--- config.mk ---
export PLATFORM = sky130hd
export DESIGN_NAME = wiscsc15_fetch
export DESIGN_NICKNAME = d
export VERILOG_FILES = /design/src/rtl/wiscsc15_pkg.sv /design/src/rtl/wiscsc15_fetch_fifo.sv /design/src/rtl/wiscsc15_fetch.sv
export SDC_FILE = /design/constraint.sdc
export NUM_CORES = 1
export LEC_CHECK = 0
export CORE_ASPECT_RATIO = 2
export CORE_MARGIN = 1
export CORE_UTILIZATION = 60
export CTS_CLUSTER_DIAMETER = 60
export DETAILED_ROUTE_END_ITERATION = 10
export PLACE_DENSITY = 0.87
export SLEW_MARGIN = 5
export SYNTH_ARGS = -nofsm -noshare
export SYNTH_HDL_FRONTEND = slang
export SYNTH_SLANG_ARGS = --single-unit
--- constraint.sdc ---
create_clock -name clk -period 4.9 [get_ports clk]
set_input_delay 0.98 -clock clk [delete_from_list [all_inputs] [get_ports clk]]
set_output_delay 0.98 -clock clk [all_outputs]
set_load 0.02 [all_outputs]
--- src/rtl/wiscsc15_pkg.sv ---
// Shared definitions for the WISC-SC15 front end: instruction width, opcodes, fetch FSM states.
package wiscsc15_pkg;

    localparam int unsigned ILEN = 16;

    localparam logic [3:0] OP_ADD  = 4'h0;
    localparam logic [3:0] OP_SUB  = 4'h1;
    localparam logic [3:0] OP_NAND = 4'h2;
    localparam logic [3:0] OP_XOR  = 4'h3;
    localparam logic [3:0] OP_INC  = 4'h4;
    localparam logic [3:0] OP_SRA  = 4'h5;
    localparam logic [3:0] OP_SRL  = 4'h6;
    localparam logic [3:0] OP_SLL  = 4'h7;
    localparam logic [3:0] OP_LW   = 4'h8;
    localparam logic [3:0] OP_SW   = 4'h9;
    localparam logic [3:0] OP_LHB  = 4'hA;
    localparam logic [3:0] OP_LLB  = 4'hB;
    localparam logic [3:0] OP_B    = 4'hC;
    localparam logic [3:0] OP_CALL = 4'hD;
    localparam logic [3:0] OP_RET  = 4'hE;
    localparam logic [3:0] OP_HLT  = 4'hF;

    typedef enum logic [1:0] {
        FS_IDLE,
        FS_RUN,
        FS_HALTED
    } fetch_state_e;

    function automatic logic is_hlt(input logic [ILEN-1:0] word);
        return word[ILEN-1 -: 4] == OP_HLT;
    endfunction

endpackage

--- src/rtl/wiscsc15_fetch_fifo.sv ---
// In-order prefetch buffer: DEPTH entries of W bits with push/pop/flush and occupancy count.
module wiscsc15_fetch_fifo #(
    parameter int unsigned DEPTH = 4,
    parameter int unsigned W     = 32
) (
    input  logic                     clk,
    input  logic                     rst_n,
    input  logic                     push,
    input  logic [W-1:0]             wdata,
    input  logic                     pop,
    input  logic                     flush,
    output logic [W-1:0]             rdata,
    output logic                     empty,
    output logic [$clog2(DEPTH):0]   count
);

    localparam int unsigned PW = $clog2(DEPTH);
    localparam int unsigned CW = PW + 1;

    logic [PW-1:0] rd_ptr_q, wr_ptr_q;
    logic [CW-1:0] count_q;
    logic [W-1:0]  mem_q [DEPTH];
    logic          full, do_push, do_pop;

    assign empty   = count_q == '0;
    assign full    = count_q == CW'(DEPTH);
    assign count   = count_q;
    assign rdata   = mem_q[rd_ptr_q];
    assign do_pop  = pop && !empty && !flush;
    // A push into a full buffer is legal only when the head leaves in the same cycle.
    assign do_push = push && !flush && (!full || pop);

    always_ff @(posedge clk or negedge rst_n) begin
        if (!rst_n) begin
            rd_ptr_q <= '0;
            wr_ptr_q <= '0;
            count_q  <= '0;
        end else if (flush) begin
            rd_ptr_q <= '0;
            wr_ptr_q <= '0;
            count_q  <= '0;
        end else begin
            if (do_push) wr_ptr_q <= wr_ptr_q + PW'(1);
            if (do_pop)  rd_ptr_q <= rd_ptr_q + PW'(1);
            count_q <= count_q + CW'(do_push) - CW'(do_pop);
        end
    end

    always_ff @(posedge clk) begin
        if (do_push) mem_q[wr_ptr_q] <= wdata;
    end

    no_overflow_a: assert property (@(posedge clk) disable iff (!rst_n)
        !(push && !flush && full && !pop));

endmodule

--- src/rtl/wiscsc15_fetch.sv ---
// WISC-SC15 fetch/issue stage: credit-limited IM prefetch into an in-order buffer,
// redirect handling with stale-response discard, and stop on HLT.
module wiscsc15_fetch
    import wiscsc15_pkg::*;
#(
    parameter int unsigned   DEPTH    = 4,
    parameter int unsigned   AW       = 16,
    parameter logic [AW-1:0] RESET_PC = '0
) (
    input  logic            clk,
    input  logic            rst_n,
    output logic            im_req,
    output logic [AW-1:0]   im_addr,
    input  logic            im_gnt,
    input  logic            im_rvalid,
    input  logic [15:0]     im_rdata,
    output logic            instr_valid,
    input  logic            instr_ready,
    output logic [15:0]     instr,
    output logic [3:0]      opcode,
    output logic [AW-1:0]   instr_pc,
    input  logic            redirect,
    input  logic [AW-1:0]   redirect_pc,
    output logic            halted
);

    localparam int unsigned CW = $clog2(DEPTH) + 1;
    localparam int unsigned EW = ILEN + AW;

    fetch_state_e  state_q, state_d;
    logic [AW-1:0] fetch_pc_q, fetch_pc_d;
    logic [AW-1:0] resp_pc_q, resp_pc_d;
    logic [CW-1:0] outstanding_q, outstanding_d;
    logic [CW-1:0] stale_q, stale_d;

    logic [CW-1:0] count;
    logic [CW:0]   credit;
    logic [EW-1:0] head;
    logic          fifo_empty;
    logic          run, issue, pop, hlt_pop, resp_write, flush;

    assign run    = state_q == FS_RUN;
    // Buffered plus in-flight words (stale ones included) never exceed the buffer size.
    assign credit = {1'b0, count} + {1'b0, outstanding_q};

    assign im_req      = run && !redirect && (credit < (CW+1)'(DEPTH));
    assign im_addr     = fetch_pc_q;
    assign issue       = im_req && im_gnt;
    assign instr_valid = run && !fifo_empty;
    assign pop         = instr_valid && instr_ready;
    assign instr       = instr_valid ? head[EW-1 -: ILEN] : '0;
    assign instr_pc    = instr_valid ? head[AW-1:0] : '0;
    assign opcode      = instr[ILEN-1 -: 4];
    assign halted      = state_q == FS_HALTED;
    assign hlt_pop     = pop && !redirect && is_hlt(instr);
    assign resp_write  = run && !redirect && im_rvalid && (stale_q == '0);
    assign flush       = (run && redirect) || hlt_pop;

    always_comb begin
        state_d       = state_q;
        fetch_pc_d    = fetch_pc_q;
        resp_pc_d     = resp_pc_q;
        outstanding_d = outstanding_q;
        stale_d       = stale_q;

        if (im_rvalid && outstanding_q != '0) outstanding_d = outstanding_q - CW'(1);
        if (issue)                            outstanding_d = outstanding_d + CW'(1);
        if (im_rvalid && stale_q != '0)       stale_d       = stale_q - CW'(1);
        if (resp_write)                       resp_pc_d     = resp_pc_q + AW'(1);
        if (issue)                            fetch_pc_d    = fetch_pc_q + AW'(1);

        unique case (state_q)
            FS_IDLE: state_d = FS_RUN;
            FS_RUN: begin
                if (redirect) begin
                    fetch_pc_d = redirect_pc;
                    resp_pc_d  = redirect_pc;
                    // No issue in a redirect cycle, so this is outstanding minus any response.
                    stale_d    = outstanding_d;
                end else if (hlt_pop) begin
                    state_d = FS_HALTED;
                end
            end
            FS_HALTED: state_d = FS_HALTED;
            default:   state_d = FS_IDLE;
        endcase
    end

    always_ff @(posedge clk or negedge rst_n) begin
        if (!rst_n) begin
            state_q       <= FS_IDLE;
            fetch_pc_q    <= RESET_PC;
            resp_pc_q     <= RESET_PC;
            outstanding_q <= '0;
            stale_q       <= '0;
        end else begin
            state_q       <= state_d;
            fetch_pc_q    <= fetch_pc_d;
            resp_pc_q     <= resp_pc_d;
            outstanding_q <= outstanding_d;
            stale_q       <= stale_d;
        end
    end

    wiscsc15_fetch_fifo #(
        .DEPTH (DEPTH),
        .W     (EW)
    ) u_fifo (
        .clk   (clk),
        .rst_n (rst_n),
        .push  (resp_write),
        .wdata ({im_rdata, resp_pc_q}),
        .pop   (pop),
        .flush (flush),
        .rdata (head),
        .empty (fifo_empty),
        .count (count)
    );

endmodule
==> run_results.csv <==
group,metric,value,unit
floorplanning,ioPinCount,93,
clock_tree,clockBufferDepth,2,
worst_setup_path,cp-start-kind,"register",
sta,relSlewSlack,28.1,%
clock_tree,cts_sinks,175,
sta,setup_viol,0,
grt,track_usage,27.2,%
synth,synthFlopType,"edfxtp_1",
worst_setup_path,r2r_slack,1.31,ns
power,pwr-share-clk,28.3,%
worst_setup_path,cp-endpoint,"instr_pc[14]",
detailed_routing,initialDrtViolationCount,360,
sta,slew_viol_final,0,
power,internal-power,3550,µW
sta,post-route-period-util,80.2,%
power,p_seq_share,41.6,%
worst_setup_path,r2r_cells,16,
synth,yosys-mux-area-fraction,10.3,%
worst_setup_path,path_max_fanout,24,
power,p_sw_share,32.4,%
synth,synth.net_count,580,
sta,rsz0062_at_grt,"false",
grt,grt_pass1_vias,4909,
worst_setup_path,rr_startpoint,"state_q[1]$_DFFE_PN0P_",
grt,gr-total-overflow,0,
placement,dpl.hpwl,10700,µm
power,p_sw,1700,µW
detailed_routing,ant_nets,0,
sta,hold_viol,0,
clock_tree,clkTransAtPathRegs,0.06,ns
sta,finalClockSkew,0.0132,ns
power,power_leakage,0.00333,µW
placement,dp_cells,744,
synth,synth_area_per_cell,14.8,µm²
synth,syn_inst,523,
detailed_routing,wl_met2,9380,µm
sta,fin_crit,3.93,ns
worst_setup_path,reg2reg_to,"u_fifo.count[2]$_DFF_PN0_",
detailed_routing,wl_met1,6050,µm
grt,grt_pass1_wl,26000,µm
synth,synth_xor_xnor_area_share,2.04,%
clock_tree,cts-resized-gates,0,
grt,grt_max_degree,52,
layout,syn2layout_area_growth,22.1,%
sta,clock.fmax,255,MHz
clock_tree,cts_tree,"yes",
clock_tree,h-tree-depth,4,
layout,nets,670,
detailed_routing,postRouteWirelength,16800,µm
worst_setup_path,crit_start,"u_fifo.rd_ptr_q[0]$_DFFE_PN0P_",
flow_run,maxCapViolCount,0,
synth,yosys_warnings,0,
layout,stdcell_count,776,
floorplanning,die_height,163,µm
floorplanning,die_w,82.3,µm
layout,fin_util,75.3,%
power,ir_drop,357,µV
floorplanning,initial_core_util,61.7,%
layout,diodes,0,
worst_setup_path,endpoint_kind,"primary output",
synth,ys_types,51,
synth,yosysSeqAreaShare,64.9,%
worst_setup_path,path_class,"register to primary output",
synth,synthAdderAreaFrac,3.17,%
floorplanning,coreArea,12600,µm²
layout,drive_above_1_share,13.9,%
clock_tree,root_buffer,"clkbuf_16",
clock_tree,postCtsHoldBufs,0,
clock_tree,clock_latency,0.42,ns
detailed_routing,num_vias,4823,
detailed_routing,top_layer,"met4",
grt,antenna_found_initial,0,
detailed_routing,vias_per_cell,6.22,
clock_tree,post_cts_buffers,0,
sta,setup_tns,0,ns
synth,synth_edf_count,128,
synth,synth_compound_area_share,5.29,%
floorplanning,std_cell_rows,58,
layout,final_area,9450,µm²
synth,ys_async_sr_fraction,26.9,%
worst_setup_path,cp.arrival,2.95,ns
detailed_routing,routedWlPerCell,21.6,µm
detailed_routing,drc,0,
power,pwr-share-comb,30.1,%
power,power.density,555,nW/µm²
detailed_routing,met3_length,729,µm
worst_setup_path,cp.required,3.92,ns
min_path,hp-class,"register to register",
sta,worstMarginPinSlew,1.08,ns
detailed_routing,first_pass_iters,6,
placement,place_congestion,0.838,
placement,numPortBuffers,92,
placement,place_area,8790,µm²
synth,synth-simple-area-share,11.4,%
synth,syn_area,7740,µm²
synth,ys_ff_latch,175,
synth,synth_top_family_by_area,"simple AND/OR/NAND/NOR gates",
clock_tree,numCtsBuffers,17,
floorplanning,die_area,13400,µm²
run_status,status,"completed",
## kinds of logic (layout without fill, tap and decap cells)
kind of cell    count (synthesis)  count (layout)
xor+xnor                       18              18
buf+inv                        51             154
fa+ha+maj                      19              19
flops                         175             175
mux                            39              39
simple gates                  162             162
compound gates                 59              59
## layout by cell type, fill, tap and decap left out, drive strengths merged, types with 2 or more instances in the layout
| cell | synthesis | layout |
|---|---|---|
| a211oi | 2 | 2 |
| a21oi | 11 | 11 |
| a311oi | 2 | 2 |
| a31oi | 14 | 14 |
| and2 | 35 | 35 |
| and3 | 3 | 3 |
| and4 | 5 | 5 |
| buf | 16 | 10 |
| bufinv | 0 | 5 |
| clkbuf | 14 | 18 |
| clkdlybuf4s50 | 0 | 91 |
| clkinv | 0 | 3 |
| dfrtp | 47 | 47 |
| edfxtp | 128 | 128 |
| ha | 18 | 18 |
| inv | 21 | 26 |
| mux2 | 4 | 4 |
| mux2i | 3 | 3 |
| mux4 | 32 | 32 |
| nand2 | 30 | 30 |
| nand2b | 2 | 2 |
| nand3 | 8 | 8 |
| nand4 | 10 | 10 |
| nor2 | 34 | 34 |
| nor3 | 8 | 8 |
| nor4 | 5 | 5 |
| o21ai | 9 | 9 |
| o311a | 2 | 2 |
| o31a | 4 | 4 |
| o31ai | 7 | 7 |
| or3 | 9 | 9 |
| or4 | 7 | 7 |
| xnor2 | 10 | 10 |
| xor2 | 8 | 8 |
## sequential cells by signal, indices dropped and copies added (netlist names)
signal           flops
u_fifo.mem_q       128
im_addr             16
resp_pc_q           16
outstanding_q        3
stale_q              3
u_fifo.count         3
state_q              2
u_fifo.rd_ptr_q      2
u_fifo.wr_ptr_q      2
## per-layer routing
metal | GRT usage [%] | up-vias
met4 | 11.3 | 0
met5 | 0 | -
met2 | 47.7 | 195
met1 | 31.9 | 2418
li1 | - | 2171
met3 | 5.04 | 39
## cell usage after synthesis (7+ instances only)
cell,number,share of area (%)
or3_1,9,0.73
nor3_1,8,0.52
mux4_2,32,9.3
nand3_1,7,0.45
a21oi_1,11,0.71
nor2_1,34,1.6
and2_1,35,2.8
inv_1,21,1.0
clkbuf_1,14,0.68
xnor2_1,10,1.1
xor2_1,8,0.91
ha_1,18,2.9
buf_2,8,0.52
edfxtp_1,128,50
dfrtp_1,47,15
a31oi_1,14,1.1
nand4_1,10,0.81
nand2_1,30,1.5
o21ai_0,9,0.58
buf_4,7,0.68
## stage by stage
stage | total power [µW] | setup WS [ns] | hold slack [ns]
2_1_floorplan | 3170 | 1.31 | 0.497
3_5_place_dp | 3760 | 1.13 | 0.532
3_3_place_gp | 3660 | 1.26 | 0.518
6_report | 5250 | 0.972 | 0.546
5_1_grt | 5480 | 0.786 | 0.564
4_1_cts | 5260 | 0.903 | 0.547
## power by group through the flow
stage,logic (µW),clock network [µW],registers (µW)
5_1_grt,1710,1550,2220
2_1_floorplan,1020,0,2140
3_5_place_dp,1560,0,2190
4_1_cts,1590,1490,2180
3_3_place_gp,1490,0,2170
6_report,1580,1480,2190
## worst min path at each step
stage,start,to,slack [ns],depth (start not counted)
final,state_q[1]$_DFFE_PN0P_,state_q[1]$_DFFE_PN0P_,0.55,1
after global routing,state_q[1]$_DFFE_PN0P_,state_q[1]$_DFFE_PN0P_,0.56,1
after CTS,state_q[1]$_DFFE_PN0P_,state_q[1]$_DFFE_PN0P_,0.55,1
after detailed placement,state_q[1]$_DFFE_PN0P_,state_q[1]$_DFFE_PN0P_,0.53,1
after global placement,state_q[1]$_DFFE_PN0P_,state_q[1]$_DFFE_PN0P_,0.52,1
after floorplan,resp_pc_q[15]$_DFF_PN0_,u_fifo.mem_q[0][15]$_DFFE_PP_,0.50,0
## critical path: stages, from the launching register on
cell             delay, ns
dfrtp_2               0.88
buf_4                 0.38
mux4_2                0.55
and2_1                0.17
clkdlybuf4s50_1       0.53
## layout make-up
type	count	area, µm²
fillers	738	3110
repair buffers	101	983
clock inverters	14	226
inverters	21	78.8
flip-flops and latches	175	5020
well taps	150	188
multi-input cells	297	2520
clock buffers	18	429
Power figures use the tool's default switching activity.
